**src/rtl/dmem_responder.sv**
```systemverilog
// Word-addressed data-memory responder: request/ready handshake with WAIT_CYCLES wait states,
// registered load data and an error flag for misaligned or out-of-range accesses.
module dmem_responder #(
    parameter int unsigned AW_WORDS    = 6,
    parameter int unsigned WAIT_CYCLES = 2
) (
    input  logic        Clk,
    input  logic        Rst,
    input  logic        Req,
    input  logic        Wmem,
    input  logic [31:0] Addr,
    input  logic [31:0] Din,
    output logic [31:0] Dout,
    output logic        Ready,
    output logic        Err
);

    if (WAIT_CYCLES > 15) begin : g_bad_wait_cycles
        $error("dmem_responder: WAIT_CYCLES must be in 0..15");
    end

    typedef enum logic [1:0] {IDLE, BUSY, DONE} state_t;

    localparam logic [3:0]  WAIT4 = 4'(WAIT_CYCLES);
    localparam int unsigned DEPTH = 1 << AW_WORDS;

    state_t              state_q, state_d;
    logic [3:0]          cnt_q, cnt_d;
    logic [31:0]         addr_q, addr_d;
    logic [31:0]         din_q, din_d;
    logic                wmem_q, wmem_d;
    logic [31:0]         dout_q, dout_d;
    logic                ready_q, ready_d;
    logic                err_q, err_d;
    logic                wr_pend_q, wr_pend_d;
    logic [AW_WORDS-1:0] wr_idx_q, wr_idx_d;
    logic [31:0]         wr_data_q, wr_data_d;

    logic                commit;
    logic [31:0]         c_addr;
    logic [31:0]         c_din;
    logic                c_wmem;
    logic                c_err;
    logic [AW_WORDS-1:0] c_idx;

    logic [31:0]         mem [DEPTH];

    always_comb begin
        state_d   = state_q;
        cnt_d     = cnt_q;
        addr_d    = addr_q;
        din_d     = din_q;
        wmem_d    = wmem_q;
        dout_d    = dout_q;
        ready_d   = 1'b0;
        err_d     = 1'b0;
        wr_pend_d = 1'b0;
        wr_idx_d  = wr_idx_q;
        wr_data_d = wr_data_q;
        commit    = 1'b0;
        c_addr    = addr_q;
        c_din     = din_q;
        c_wmem    = wmem_q;

        case (state_q)
            IDLE: begin
                if (Req) begin
                    addr_d = Addr;
                    din_d  = Din;
                    wmem_d = Wmem;
                    cnt_d  = WAIT4;
                    if (WAIT4 == 4'd0) begin
                        // zero wait states: the acceptance edge is also the commit edge
                        state_d = DONE;
                        commit  = 1'b1;
                        c_addr  = Addr;
                        c_din   = Din;
                        c_wmem  = Wmem;
                    end else begin
                        state_d = BUSY;
                    end
                end
            end
            BUSY: begin
                cnt_d = cnt_q - 4'd1;
                if (cnt_q == 4'd1) begin
                    state_d = DONE;
                    commit  = 1'b1;
                end
            end
            DONE:    state_d = IDLE;
            default: state_d = IDLE;
        endcase

        c_err = (c_addr[1:0] != 2'b00) || ((c_addr >> (AW_WORDS + 2)) != 32'd0);
        c_idx = c_addr[AW_WORDS+1:2];

        if (commit) begin
            ready_d = 1'b1;
            err_d   = c_err;
            if (c_wmem) begin
                wr_pend_d = !c_err;
                wr_idx_d  = c_idx;
                wr_data_d = c_din;
            end else begin
                dout_d = c_err ? '0 : mem[c_idx];
            end
        end
    end

    always_ff @(posedge Clk or posedge Rst) begin
        if (Rst) begin
            state_q   <= IDLE;
            cnt_q     <= '0;
            addr_q    <= '0;
            din_q     <= '0;
            wmem_q    <= 1'b0;
            dout_q    <= '0;
            ready_q   <= 1'b0;
            err_q     <= 1'b0;
            wr_pend_q <= 1'b0;
            wr_idx_q  <= '0;
            wr_data_q <= '0;
        end else begin
            state_q   <= state_d;
            cnt_q     <= cnt_d;
            addr_q    <= addr_d;
            din_q     <= din_d;
            wmem_q    <= wmem_d;
            dout_q    <= dout_d;
            ready_q   <= ready_d;
            err_q     <= err_d;
            wr_pend_q <= wr_pend_d;
            wr_idx_q  <= wr_idx_d;
            wr_data_q <= wr_data_d;
        end
    end

    // Store lands one edge after commit (during DONE); no new access can read before then,
    // and the reset-cleared pending flag keeps Rst out of the unreset array's logic.
    always_ff @(posedge Clk) begin
        if (wr_pend_q) begin
            mem[wr_idx_q] <= wr_data_q;
        end
    end

    assign Dout  = dout_q;
    assign Ready = ready_q;
    assign Err   = err_q;

endmodule
```
**config.mk**
```make
export PLATFORM = sky130hd
export DESIGN_NAME = dmem_responder
export DESIGN_NICKNAME = d
export VERILOG_FILES = /design/src/rtl/dmem_responder.sv
export SDC_FILE = /design/constraint.sdc
export NUM_CORES = 2
export LEC_CHECK = 0
export ABC_CLOCK_PERIOD_IN_PS = 4000
export BUFFER_PORTS_ARGS = -buffer_cell sky130_fd_sc_hd__buf_2
export CORE_ASPECT_RATIO = 0.5
export CORE_MARGIN = 1.5
export CORE_UTILIZATION = 34
export DETAILED_ROUTE_END_ITERATION = 10
export GPL_TIMING_DRIVEN = 0
export PLACE_DENSITY = 0.49
export REMOVE_ABC_BUFFERS = 1
export SETUP_SLACK_MARGIN = 0.1
export SKIP_LAST_GASP = 1
export SLEW_MARGIN = 20
export SYNTH_ARGS = -nofsm -noshare
export SYNTH_HDL_FRONTEND = slang
export SYNTH_SLANG_ARGS = --single-unit
```
**constraint.sdc**
```tcl
create_clock -name Clk -period 4 [get_ports Clk]
set_input_delay 0.2 -clock Clk [delete_from_list [all_inputs] [get_ports Clk]]
set_output_delay 0.2 -clock Clk [all_outputs]
set_load 0.03 [all_outputs]
```
==> results by group <==
Die
  • Die Footprint: 250000 µm²
  • CORE AREA: 245000 µm²
  • Row cnt: 128
  • Die W: 706 µm
  • Io pins: 102
  • Height of the chip: 355 µm
  • Starting Density: 0.344

Finish
  • Area of the multi-input gates: 18500 µm²
  • Post-Layout Cell Count: 7705
  • Layout cells sized above 1: 0.308
  • Final nets: 4347
  • Reg area: 65200 µm²
  • Fillcell total: 21200
  • Syn-to-layout area delta: 19.3%

Synth
  • Synth top area share: 0.732
  • Cell area after synthesis: 84000 µm²
  • Yosys cell types: 51
  • Leading cell types by count after synthesis: edfxtp_1 (2048), mux4_2 (386), mux2_2 (246)
  • Most frequent cell after synthesis: edfxtp_1
  • Synth Register Bits: 2192
  • Synth Instances: 3906
  • Cell taking the most area after synthesis: edfxtp_1
  • Synth top area cells: edfxtp_1 (73%), mux4_2 (10%), dfrtp_1 (4.3%)
  • Register area share after synthesis: 0.775
  • Main synth FF type: edfxtp_1
  • Number of flops mapped to enable cells by yosys: 2048
  • Asr flop ratio synth: 0.0657
  • Warnings from Yosys: 0
  • Synth Area per Inst: 21.5 µm²

Pwr
  • Leak pwr: 0.0321 µW
  • Tot Pwr: 70700 µW
  • VDD IR max: 0.500 mV
  • Pwr/cell area: 706 nW/µm²

Routing
  • ANT nets after route: 0
  • Drt first pass iters: 7
  • Vias post-DR: 41100
  • DR iter-0 viols: 4304
  • DR vias/cell: 5.33
  • Final WL: 234000 µm
  • Routed WL per cell: 30.4 µm
  • # DRC: 0

Placed design
  • Final GP Congestion: 0.761
  • Placed Instances: 7219
  • Hpwl dp: 152000 µm
  • Port buffer count: 101

Setup path
  • Most used cell, CP: buf_16
  • Worst R2R Start: addr_q[5]
  • Critical path capture point type: flop
  • Crit path kind: reg2reg
  • Crit path max fanout: 38
  • Setup crit start kind: flop
  • Worst Path Arrival: 4.62 ns
  • Critical Path RT: 4.75 ns
  • Crit path max-delay family: buffers and inverters
  • Critical path, cell by cell: buf_16, buf_12, nor2b_4, buf_16, buf_16, a22oi_1, nand4_1, o2111ai_1, o31ai_1
  • Buf+Inv Stages, Crit Path: 4
  • CP Launch Point: addr_q[5]
  • Max incr delay on CP: 0.73 ns
  • Slowest cell on crit path: dfrtp_4

Worst hold path
  • Hold Path Class: in2reg
  • HP Start: Din[13]

CTS
  • Worst-Skew Late Latency: 0.87 ns
  • CTS clock-pin slew for the worst setup and hold paths: 0.06 ns
  • Clk sinks: 2192
  • CTS H-tree depth: 4
  • Clk root buf: clkbuf_16
  • Worst-case clock buffer depth: 4
  • Cts bufs inserted: 214
  • CTS tree: done

Flow run
  • Maxcap violations: 0

STA
  • Max Clock Freq: 258 MHz
  • Slew Limit Fails: 0
  • Hold slack: 0.124 ns
  • Setup Viol. Count Final: 0
  • Final min period: 3.87 ns
  • Final worst-path cycle share: 0.969
  • Clock skew: 0.0681 ns
  • Fin. Hold Viols: 0
  • Unrepaired setup endpoints after global routing: true
  • Total negative setup slack: 0 ns
  • Rel. slew slack: 0.180
  • Worst Max-Slew Pin Slew: 1.23 ns

Global route
  • Vias in the first global route: 41700
  • Overall Global Routing Usage: 0.184
  • Initial antenna violation count: 12
  • Global-route wire length before repair: 326000 µm
  • Total global routing overflow: 0
  • Largest net degree at the start of global routing: 86

Run status
  • Status: finished clean
## report_power, final
part | internal, µW | total [µW] | switching (µW)
combinational | 8500 | 20900 | 12400
clock | 10900 | 19400 | 8560
sequential | 28600 | 30400 | 1880
total | 47900 | 70700 | 22800
## worst register-to-register path, stage by stage (launching register included)
cell	delay, ns
dfrtp_4	0.73
buf_16	0.34
buf_12	0.28
nor2b_4	0.72
buf_16	0.25
buf_16	0.21
a22oi_1	0.13
nand4_1	0.30
o2111ai_1	0.42
o31ai_1	0.39
## cell type report
cell class                 count  share of cell area
timing repair buffer         384              0.0581
tap                         3250              0.0406
sequential                  2192               0.651
multi-input combinational   1481               0.185
clock inverter                84             0.00608
inverter                       4            0.000225
antenna                        7            0.000175
clock buffer                 303              0.0595
## per-stage QoR
stage	setup slack, ns	utilization	cell area (µm²)
after floorplan	-13.95	-	82900
after global placement	-35.07	0.358	87400
after detailed placement	-0.673	0.378	92500
after CTS	0.0190	0.409	100000
after global routing	0.0972	0.410	100000
final	0.126	0.410	100000
## path summary, 6_finish.rpt
| kind | to | slack (ns) | depth (start not counted) |
|---|---|---|---|
| min reg2reg | Dout[3] | 0.49 | 2 |
| min | c_din[13] | 0.12 | 3 |
| max in group asynchronous | wr_data_q[4] | 2.52 | 5 |
| max reg2reg | Dout[19] | 0.13 | 9 |
| min in group asynchronous | c_din[17] | 0.54 | 4 |
| max | Dout[19] | 0.13 | 9 |
## cell families (layout without fill, tap and decap cells)
kind of cell	Yosys count	after routing	share of synthesized area
mux	836	836	0.161
flops	2192	2192	0.775
other cells	0	7	0
compound gates	344	344	0.0336
fa+ha+maj	2	2	0.000298
buf+inv	234	775	0.0142
simple gates	298	299	0.0166
## repair_timing
action,in CTS,in global routing
hold endpoints to repair,214,0
hold buffers,73,0
setup buffers,7,4
resized for setup,20,2
pin swaps,1,3
endpoints found under the setup margin,31,13
gates cloned,3,3
## sequential cells by signal, indices dropped and copies added (netlist names)
| register | flops |
|---|---|
| mem | 2048 |
| Dout | 32 |
| addr_q | 32 |
| c_din | 32 |
| wr_data_q | 32 |
| wr_idx_q | 6 |
| cnt_q | 4 |
| state_q | 2 |
| Err | 1 |
| Ready | 1 |
| c_wmem | 1 |
| wr_pend_q | 1 |
## layer usage
| layer | vias up | wire length [µm] | track usage |
|---|---|---|---|
| met3 | 269 | 17400 | 0.0381 |
| met1 | 22300 | 108000 | 0.277 |
| met5 | - | 0 | 0 |
| li1 | 17100 | - | - |
| met2 | 1329 | 104000 | 0.278 |
| met4 | 0 | 4320 | 0.0360 |
## placed cells by master, fill, tap and decap left out, types with 19 or more instances in the layout
cell type	n
mux2_2	246
o211ai_1	30
nor2b_1	20
and2_1	19
a211o_1	31
edfxtp_1	2048
nor2_4	63
clkinv_2	28
a221o_1	31
dfrtp_4	35
a221oi_1	30
clkbuf_1	67
mux4_2	386
buf_4	24
buf_16	95
clkbuf_16	221
mux2i_1	204
dfrtp_1	108
nor2_1	42
nand2_1	88
clkinv_1	39
o2111ai_1	20
o22ai_1	49
dlygate4sd3_1	73
buf_2	101
a211oi_1	30
buf_12	77
o31ai_1	31
Note: power is estimated with default switching activity, not from simulation.
